[config.mk]
export PLATFORM = sky130hd
export DESIGN_NAME = mem_wb_writeback
export DESIGN_NICKNAME = d
export VERILOG_FILES = /design/src/rtl/mem_wb_writeback.sv
export SDC_FILE = /design/constraint.sdc
export NUM_CORES = 1
export LEC_CHECK = 0
export BUFFER_PORTS_ARGS = -buffer_cell sky130_fd_sc_hd__buf_2
export CORE_MARGIN = 2
export CORE_UTILIZATION = 42
export CTS_BUF_LIST = sky130_fd_sc_hd__clkbuf_16
export CTS_CLUSTER_DIAMETER = 30
export DETAILED_ROUTE_END_ITERATION = 10
export PLACE_DENSITY = 0.82
export SETUP_SLACK_MARGIN = 0.2
export SLEW_MARGIN = 10
export SYNTH_ARGS = -nofsm -noshare
export SYNTH_HDL_FRONTEND = slang
export SYNTH_SLANG_ARGS = --single-unit
[constraint.sdc]
create_clock -name clk -period 1.5 [get_ports clk]
set_clock_uncertainty 0.1 [all_clocks]
set_input_delay 0.15 -clock clk [delete_from_list [all_inputs] [get_ports clk]]
set_output_delay 0.15 -clock clk [all_outputs]
set_load 0.005 [all_outputs]
[src/rtl/mem_wb_writeback.sv]
// Memory-access / write-back stage: drives the register-file write port and a req/ack data-memory port.
// Optional REQ timeout abort is enabled by defining MEM_TIMEOUT_EN.
//
// state  | meaning
// -------+-----------------------------------------------------------------
// S_IDLE | accept upstream instruction; ALU ops write back next edge
// S_REQ  | memory request outstanding, upstream frozen until ack/abort
// S_RESP | completion cycle; upstream advances at this edge, inputs ignored
module mem_wb_writeback #(
   parameter int ADDR_BASE      = 1024,
   parameter int ADDR_W         = 16,
   parameter int TIMEOUT_CYCLES = 255
) (
   input  logic              clk,
   input  logic              rst,
   input  logic              valid,
   input  logic              WB_EN_IN,
   input  logic              MEM_R_EN_IN,
   input  logic              MEM_W_EN_IN,
   input  logic [31:0]       ALU_Res,
   input  logic [31:0]       Val_Rm,
   input  logic [3:0]        Dest_IN,
   output logic              freeze,
   output logic              mem_req,
   output logic              mem_we,
   output logic [ADDR_W-1:0] mem_addr,
   output logic [31:0]       mem_wdata,
   input  logic [31:0]       mem_rdata,
   input  logic              mem_ack,
   output logic              writeBackEn,
   output logic [3:0]        Dest_wb,
   output logic [31:0]       Result_WB,
   output logic              mem_err
);

   typedef enum logic [1:0] {
      S_IDLE = 2'd0,
      S_REQ  = 2'd1,
      S_RESP = 2'd2
   } state_t;

   state_t            state_q, state_d;
   logic [ADDR_W-1:0] addr_q, addr_d;
   logic [31:0]       wdata_q, wdata_d;
   logic              we_q, we_d;
   logic [3:0]        ld_dest_q, ld_dest_d;
   logic              wb_en_q, wb_en_d;
   logic [3:0]        dest_wb_q, dest_wb_d;
   logic [31:0]       result_q, result_d;
   logic              freeze_c;
   logic              mem_op;
   logic [31:0]       byte_off;

`ifdef MEM_TIMEOUT_EN
   localparam int CNT_W = ($clog2(TIMEOUT_CYCLES + 1) > 8) ? $clog2(TIMEOUT_CYCLES + 1) : 8;
   logic [CNT_W-1:0] cnt_q, cnt_d;
   logic             err_q, err_d;
`endif

   assign mem_op   = MEM_R_EN_IN | MEM_W_EN_IN;
   // Subtraction wraps modulo 2^32 so addresses below the base alias high.
   assign byte_off = ALU_Res - 32'(ADDR_BASE);

   always_comb begin
      state_d   = state_q;
      addr_d    = addr_q;
      wdata_d   = wdata_q;
      we_d      = we_q;
      ld_dest_d = ld_dest_q;
      wb_en_d   = 1'b0;
      dest_wb_d = dest_wb_q;
      result_d  = result_q;
      freeze_c  = 1'b0;
`ifdef MEM_TIMEOUT_EN
      cnt_d     = cnt_q;
      err_d     = 1'b0;
`endif
      case (state_q)
         S_IDLE: begin
            if (valid) begin
               if (mem_op) begin
                  freeze_c  = 1'b1;
                  addr_d    = ADDR_W'(byte_off >> 2);
                  wdata_d   = Val_Rm;
                  we_d      = MEM_W_EN_IN;
                  ld_dest_d = Dest_IN;
                  state_d   = S_REQ;
`ifdef MEM_TIMEOUT_EN
                  cnt_d     = '0;
`endif
               end else begin
                  wb_en_d   = WB_EN_IN;
                  dest_wb_d = Dest_IN;
                  result_d  = ALU_Res;
               end
            end
         end
         S_REQ: begin
            freeze_c = 1'b1;
            if (mem_ack) begin
               if (!we_q) begin
                  wb_en_d   = 1'b1;
                  dest_wb_d = ld_dest_q;
                  result_d  = mem_rdata;
               end
               state_d = S_RESP;
            end
`ifdef MEM_TIMEOUT_EN
            // An ack in the expiry cycle takes the branch above instead.
            else if (cnt_q == CNT_W'(TIMEOUT_CYCLES - 1)) begin
               err_d   = 1'b1;
               state_d = S_RESP;
            end else begin
               cnt_d = cnt_q + 1'b1;
            end
`endif
         end
         S_RESP: begin
            state_d = S_IDLE;
         end
         default: begin
            state_d = S_IDLE;
         end
      endcase
   end

   always_ff @(posedge clk or negedge rst) begin
      if (!rst) begin
         state_q   <= S_IDLE;
         addr_q    <= '0;
         wdata_q   <= '0;
         we_q      <= 1'b0;
         ld_dest_q <= '0;
         wb_en_q   <= 1'b0;
         dest_wb_q <= '0;
         result_q  <= '0;
      end else begin
         state_q   <= state_d;
         addr_q    <= addr_d;
         wdata_q   <= wdata_d;
         we_q      <= we_d;
         ld_dest_q <= ld_dest_d;
         wb_en_q   <= wb_en_d;
         dest_wb_q <= dest_wb_d;
         result_q  <= result_d;
      end
   end

`ifdef MEM_TIMEOUT_EN
   always_ff @(posedge clk or negedge rst) begin
      if (!rst) begin
         cnt_q <= '0;
         err_q <= 1'b0;
      end else begin
         cnt_q <= cnt_d;
         err_q <= err_d;
      end
   end
   assign mem_err = err_q;
`else
   assign mem_err = 1'b0;
`endif

   // Gated by rst so an IDLE mem op held through reset cannot stall upstream.
   assign freeze      = rst & freeze_c;
   assign mem_req     = (state_q == S_REQ);
   assign mem_we      = we_q;
   assign mem_addr    = addr_q;
   assign mem_wdata   = wdata_q;
   assign writeBackEn = wb_en_q;
   assign Dest_wb     = dest_wb_q;
   assign Result_WB   = result_q;

endmodule

==> key figures, run 1 <==
STA
  • Tcrit/Tclk final: 114%
  • Final hold viol count: 0
  • F_max: 582 MHz
  • Final WS setup: -217 ps
  • Setup TNS Final: -12310 ps
  • Tmin final: 1720 ps
  • RSZ-0062 raised after global routing: true
  • Final setup vio count: 77
  • Fin. max-slew vios: 0

Place
  • Instance area at placement: 5570 um^2
  • Dpl cells: 609
  • Placer Congestion: about 0.82
  • Post-DP HPWL: between 7000 and 8000 um
  • Port bufs: 194

Logic synthesis
  • Most frequently used flop master after synthesis: dfrtp_1
  • Flops & latches, synth: 92
  • Syn_area_per_cell: 15.2 um^2
  • Post-Syn Instances: around 270
  • EDFF count, synth: 0
  • Most area-consuming cells after synthesis: dfrtp_1 (55%), mux2_2 (22%), mux2_4 (11%), buf_6 (1.6%), o21ai_0 (1.2%)
  • Post-Syn Area: around 4200 um^2
  • Yosys top cell area share: between 50% and 60%
  • Yosys warns: 0
  • Fraction of registers with async set/reset: 100%
  • Syn Nets: 382
  • Post-synth top area cell: dfrtp_1
  • Synth unique cells: 36
  • Register area share after synthesis: between 50% and 60%

Clock network
  • Clk pin slew, worst setup/hold paths: around 70 ps
  • Clk Latency, worst-skew pair: 340 ps
  • Clk sink count: a little over 90
  • Clk buf depth: 2
  • CTS Buf Count: 9
  • H-tree depth: 3
  • Clk root buf: clkbuf_16
  • CTS tree: done

Final layout
  • Most frequent cells in the layout: buf_2 (192), dfrtp_1 (91), mux2_4 (76), dlygate4sd3_1 (49), mux2_2 (41)
  • Share of layout cells above drive strength 1: between 60 and 70%
  • N_diodes: 0
  • Layout overhead on the synthesized area: 62.0%
  • Commonest non-fill, non-tap cell in the layout: buf_2
  • Post-route cell area: between 6000 and 7000 um^2
  • Final core occ: 69.7%
  • Final std cells w/o fill: ~690
  • Final layout net count: 658

Die
  • Chip width: just over 100 um
  • CORE AREA: 9680 um^2
  • I/O Pins: 196
  • Row count: 36
  • Die Y: approximately 100 um
  • DIE AREA: ~11000 um^2
  • Initial Util: 43.0%

Global route
  • Largest net degree at the start of global routing: 93
  • Vias in the first global route: 3696
  • Initial antenna violation count: 0
  • Total GRT Usage: between 20% and 30%
  • First-pass GRT wire length: 19500 um
  • Total grt overflow: 0

Power and ir drop
  • Max rail drop VDD: 0.676 mV
  • Lkg Pwr: 3.31 nW
  • Total power draw: around 11 mW
  • P per Cell Area: ~1600 nW/um^2

Detailed routing
  • Routed WL per cell: 18.8 um
  • Initial DRC count: around 120
  • Residual DRC count: 0
  • Via density: 4.97
  • 1st-pass router iterations: 4
  • Via Count: 3416
  • Final ANT Viol Nets: 0
  • Routed wire length: 12900 um

Job
  • Max-cap viol count: 0

Setup path
  • Worst path max stage delay: 440 ps
  • Critical path fanouts, max: 5
  • Setup CP Type: flop to flop
  • Worst EP required: 1630 ps
  • CP startpoint: state_q[0]
  • Startpoint type of the worst setup path: flop
  • Slowest CP cell: dfrtp_2
  • Worst EP arrival: about 1800 ps
  • Reg2Reg Depth: 5
  • R2R Path End: mem_wdata[7]
  • Setup slack, reg-to-reg: -220 ps
  • CP cell instances: or2_4 > nor2_4 > buf_6 > buf_8 > mux2_4
  • Timing endpoint of the critical path: mem_wdata[7]
  • CP endpoint kind: flop
  • Worst r2r src: state_q[0]

Hold path
  • HP Class: input pin to flop

Run status
  • Status: finished, violations left
  • Failing checks: negative setup slack
==> report_power, final <==
part | leakage [nW] | switching, mW | internal, mW
sequential | 1.08 | 0.616 | 3.51
clock | 0.151 | 1.01 | 1.46
combinational | 2.08 | 1.56 | 2.77
total | 3.31 | 3.19 | 7.73
==> synth_stat cells, types with 3 or more instances <==
master and count:
a21oi_1 4, buf_2 4, mux2_1 4, buf_4 4, mux2_4 30, buf_6 6
o21ai_0 10, mux2_2 83, dfrtp_1 92, a31oi_1 3
==> worst min path at each step <==
stage,cells after the start,to,start
after global routing,2,mem_we,MEM_W_EN_IN
after floorplan,0,Dest_wb[0],rst
final,3,mem_addr[14],ALU_Res[16]
after global placement,2,ld_dest_q[1],rst
after CTS,2,mem_we,MEM_W_EN_IN
after detailed placement,2,writeBackEn,rst
==> layer usage <==
layer	vias up	routed length (um)	part of all wire [%]	track usage (%)
li1	1532	-	-	-
met1	1714	5170	40	27.3
met2	152	6750	52	40.9
met3	18	788	6.1	5.79
met4	0	217	1.7	7.34
met5	-	0	0	0
==> state kept, by name, indices dropped and copies added, names as in the netlist <==
| signal | count |
|---|---|
| Result_WB | 32 |
| Dest_wb | 4 |
| state_q | 2 |
| ld_dest_q | 4 |
| writeBackEn | 1 |
| mem_we | 1 |
| mem_addr | 16 |
| mem_wdata | 32 |
==> layout make-up <==
type                            instances  area (um^2)
Tap cell                              133          166
Inverter                                3         13.8
Fill cell                             625         2930
Multi-Input combinational cell        165         1980
Timing Repair Buffer                  279         1970
Clock buffer                            9          225
Sequential cell                        92         2300
Clock inverter                          7         91.3
==> worst max-delay path, delay by kind of cell (launching register included) <==
kind          cells  cell delay, ps
mux               1             310
simple gates      2             470
buf+inv           2             290
flops             1             440
==> cells by family after synthesis <==
logic type	after synthesis	share of synthesized area, %
flip-flops	92	55.3
adder cells (fa/ha/maj)	1	0.300
XOR/XNOR	2	0.420
AO/OA/AOI/OAI	24	3.45
other	1	0.0900
AND/OR/NAND/NOR	20	3.06
multiplexers	117	34.3
buffers and inverters	17	3.09
==> through the flow <==
step | setup slack (ps) | hold slack, ps
final | -217 | 23.7
after global placement | -148 | 151
after floorplan | -125 | -246
after detailed placement | -199 | 158
after CTS | -204 | 12.7
after global routing | -258 | 26.8
==> repair_timing <==
action	CTS	global route
pin swaps	0	2
buffers inserted	5	2
gates cloned	2	5
resized for setup	19	26
hold endpoints to repair	141	0
hold buffers	49	0
setup endpoints to repair	92	91
Note: power is estimated with default switching activity, not from simulation.
==> run 2, diff against run 1 <==
BUFFER_PORTS_ARGS = not set   (was -buffer_cell sky130_fd_sc_hd__buf_2)
CORE_UTILIZATION = 57   (was 42)
DONT_BUFFER_PORTS = 1   (was not set)
PLACE_DENSITY = 0.81   (was 0.82)
SKIP_CTS_REPAIR_TIMING = 1   (was not set)
SKIP_LAST_GASP = 1   (was not set)
==> key figures, run 2 (synthesis gave the netlist of run 1 again) <==
Run status
  • Status: finished, violations left
  • Failing checks: negative hold slack, negative setup slack

Place
  • Placer Congestion: about 0.77
  • Dpl cells: 377
  • Port bufs: 0
  • Instance area at placement: around 4500 um^2
  • Post-DP HPWL: 6320 um

Detailed routing
  • Residual DRC count: 0
  • Final ANT Viol Nets: 0
  • Via density: 5.63
  • 1st-pass router iterations: 6
  • Via Count: 2695
  • Routed wire length: 11200 um
  • Initial DRC count: between 80 and 90
  • Routed WL per cell: 23.3 um

STA
  • F_max: 592 MHz
  • Final hold viol count: 97
  • Final hold slack: -587 ps
  • Fin. max-slew vios: 0
  • Final WS setup: -189 ps
  • Tcrit/Tclk final: 113%
  • Final setup vio count: 77
  • Tmin final: 1690 ps
  • Setup TNS Final: -11010 ps
  • RSZ-0062 raised after global routing: true

Clock network
  • Clk Latency, worst-skew pair: 320 ps
  • Clk sink count: 92
  • CTS Buf Count: 9
  • H-tree depth: 3
  • Clk pin slew, worst setup/hold paths: around 60 ps
  • Clk root buf: clkbuf_16
  • Clk buf depth: 2
  • CTS tree: done

Setup path
  • Worst EP required: 1610 ps
  • Worst path max stage delay: 430 ps
  • Setup CP Type: flop to flop
  • Bufs and invs on worst path: 2
  • Startpoint type of the worst setup path: flop
  • Setup slack, reg-to-reg: -190 ps
  • Slowest CP cell: dfrtp_1
  • CP Depth: 5
  • R2R Path End: Result_WB[2]
  • CP cell instances: nand2b_4 > inv_4 > a32o_2 > buf_12 > mux2_2
  • Timing endpoint of the critical path: Result_WB[2]
  • Reg2Reg Depth: 5
  • Worst r2r src: state_q[1]
  • Critical path fanouts, max: 19
  • Crit path max-delay family: flip-flops
  • CP startpoint: state_q[1]
  • Worst EP arrival: roughly 1800 ps
  • CP endpoint kind: flop

Final layout
  • Commonest non-fill, non-tap cell in the layout: dfrtp_1
  • Fillcell total: between 300 and 400
  • Most frequent cells in the layout: dfrtp_1 (91), dlygate4sd3_1 (78), mux2_4 (75), mux2_2 (42), clkbuf_16 (13)
  • N_diodes: 0
  • Layout overhead on the synthesized area: 40.1%
  • Share of layout cells above drive strength 1: 43.9%
  • Final core occ: roughly 81%
  • Final std cells w/o fill: 479
  • Post-route cell area: between 5000 and 6000 um^2
  • Final layout net count: 484

Die
  • CORE AREA: approximately 7000 um^2
  • Die Y: 89.5 um
  • Row count: 31
  • DIE AREA: 8010 um^2
  • Chip width: 89.5 um
  • Initial Util: 58.1%
  • I/O Pins: 196

Global route
  • Vias in the first global route: 2290
  • Initial antenna violation count: 0
  • Largest net degree at the start of global routing: 94
  • Total GRT Usage: 20.6%
  • First-pass GRT wire length: 12100 um
  • Total grt overflow: 0

Power and ir drop
  • Max rail drop VDD: 0.853 mV
  • Total power draw: 9.62 mW
  • Lkg Pwr: 2.59 nW
  • P per Cell Area: about 1600 nW/um^2

Job
  • Max-cap viol count: 0

Hold path
  • HP Class: input pin to async pin
[run 2: cell types whose count changed in the layout (fill, tap and decap cells not counted), moves of 2 or more]
cell           before  now
buf_6               9    5
buf_12              7    5
buf_4              15   12
a31oi_1             1    3
dlygate4sd3_1      49   78
o21ai_1             3    7
o21ai_2             2    0
buf_2             192    0
buf_16              2    0
o21ai_0             6    4
[run 2: through the flow]
step           hold slack (ps)  worst slack (ps)
6_report                  -587              -189
5_1_grt                   -603              -245
4_1_cts                   -599              -218
3_5_place_dp              -243              -193
3_3_place_gp              -244              -150
2_1_floorplan             -246              -125
[run 2: worst min-delay path by stage]
stage / startpoint / endpoint / slack (ps) / cells after the start
2_1_floorplan: rst / Dest_wb[0] / -250 / 0
3_3_place_gp: rst / Result_WB[29] / -240 / 0
3_5_place_dp: rst / Result_WB[27] / -240 / 0
4_1_cts: rst / Result_WB[27] / -600 / 0
5_1_grt: rst / Result_WB[25] / -600 / 0
6_report: rst / Result_WB[25] / -590 / 0
[run 2: cell type report]
cell class | count | area, um^2 | area share (%)
clock buffers | 9 | 225 | 3.86
well taps | 99 | 124 | 2.12
inverters | 3 | 13.8 | 0.236
clock inverters | 6 | 82.6 | 1.42
multi-input cells | 165 | 1940 | 33.3
repair buffers | 105 | 1140 | 19.6
flip-flops and latches | 92 | 2300 | 39.5
[run 2: power by group]
part           leakage (nW)  internal [mW]  switching [mW]
registers              1.08           3.51           0.919
clock network         0.150           1.44           0.903
logic                  1.36           1.97           0.880
total                  2.59           6.92            2.70
[run 2: worst reg2reg max path: stages (launching register included)]
cell      delay (ps)
dfrtp_1          430
nand2b_4         200
inv_4             80
a32o_2           190
buf_12           200
mux2_2           370
[run 2: routing by layer]
metal,GRT usage (%),share of wire (%)
met1,26.1,39
met2,32.8,50
met3,7.29,9.6
met4,7.33,0.88
met5,0,0
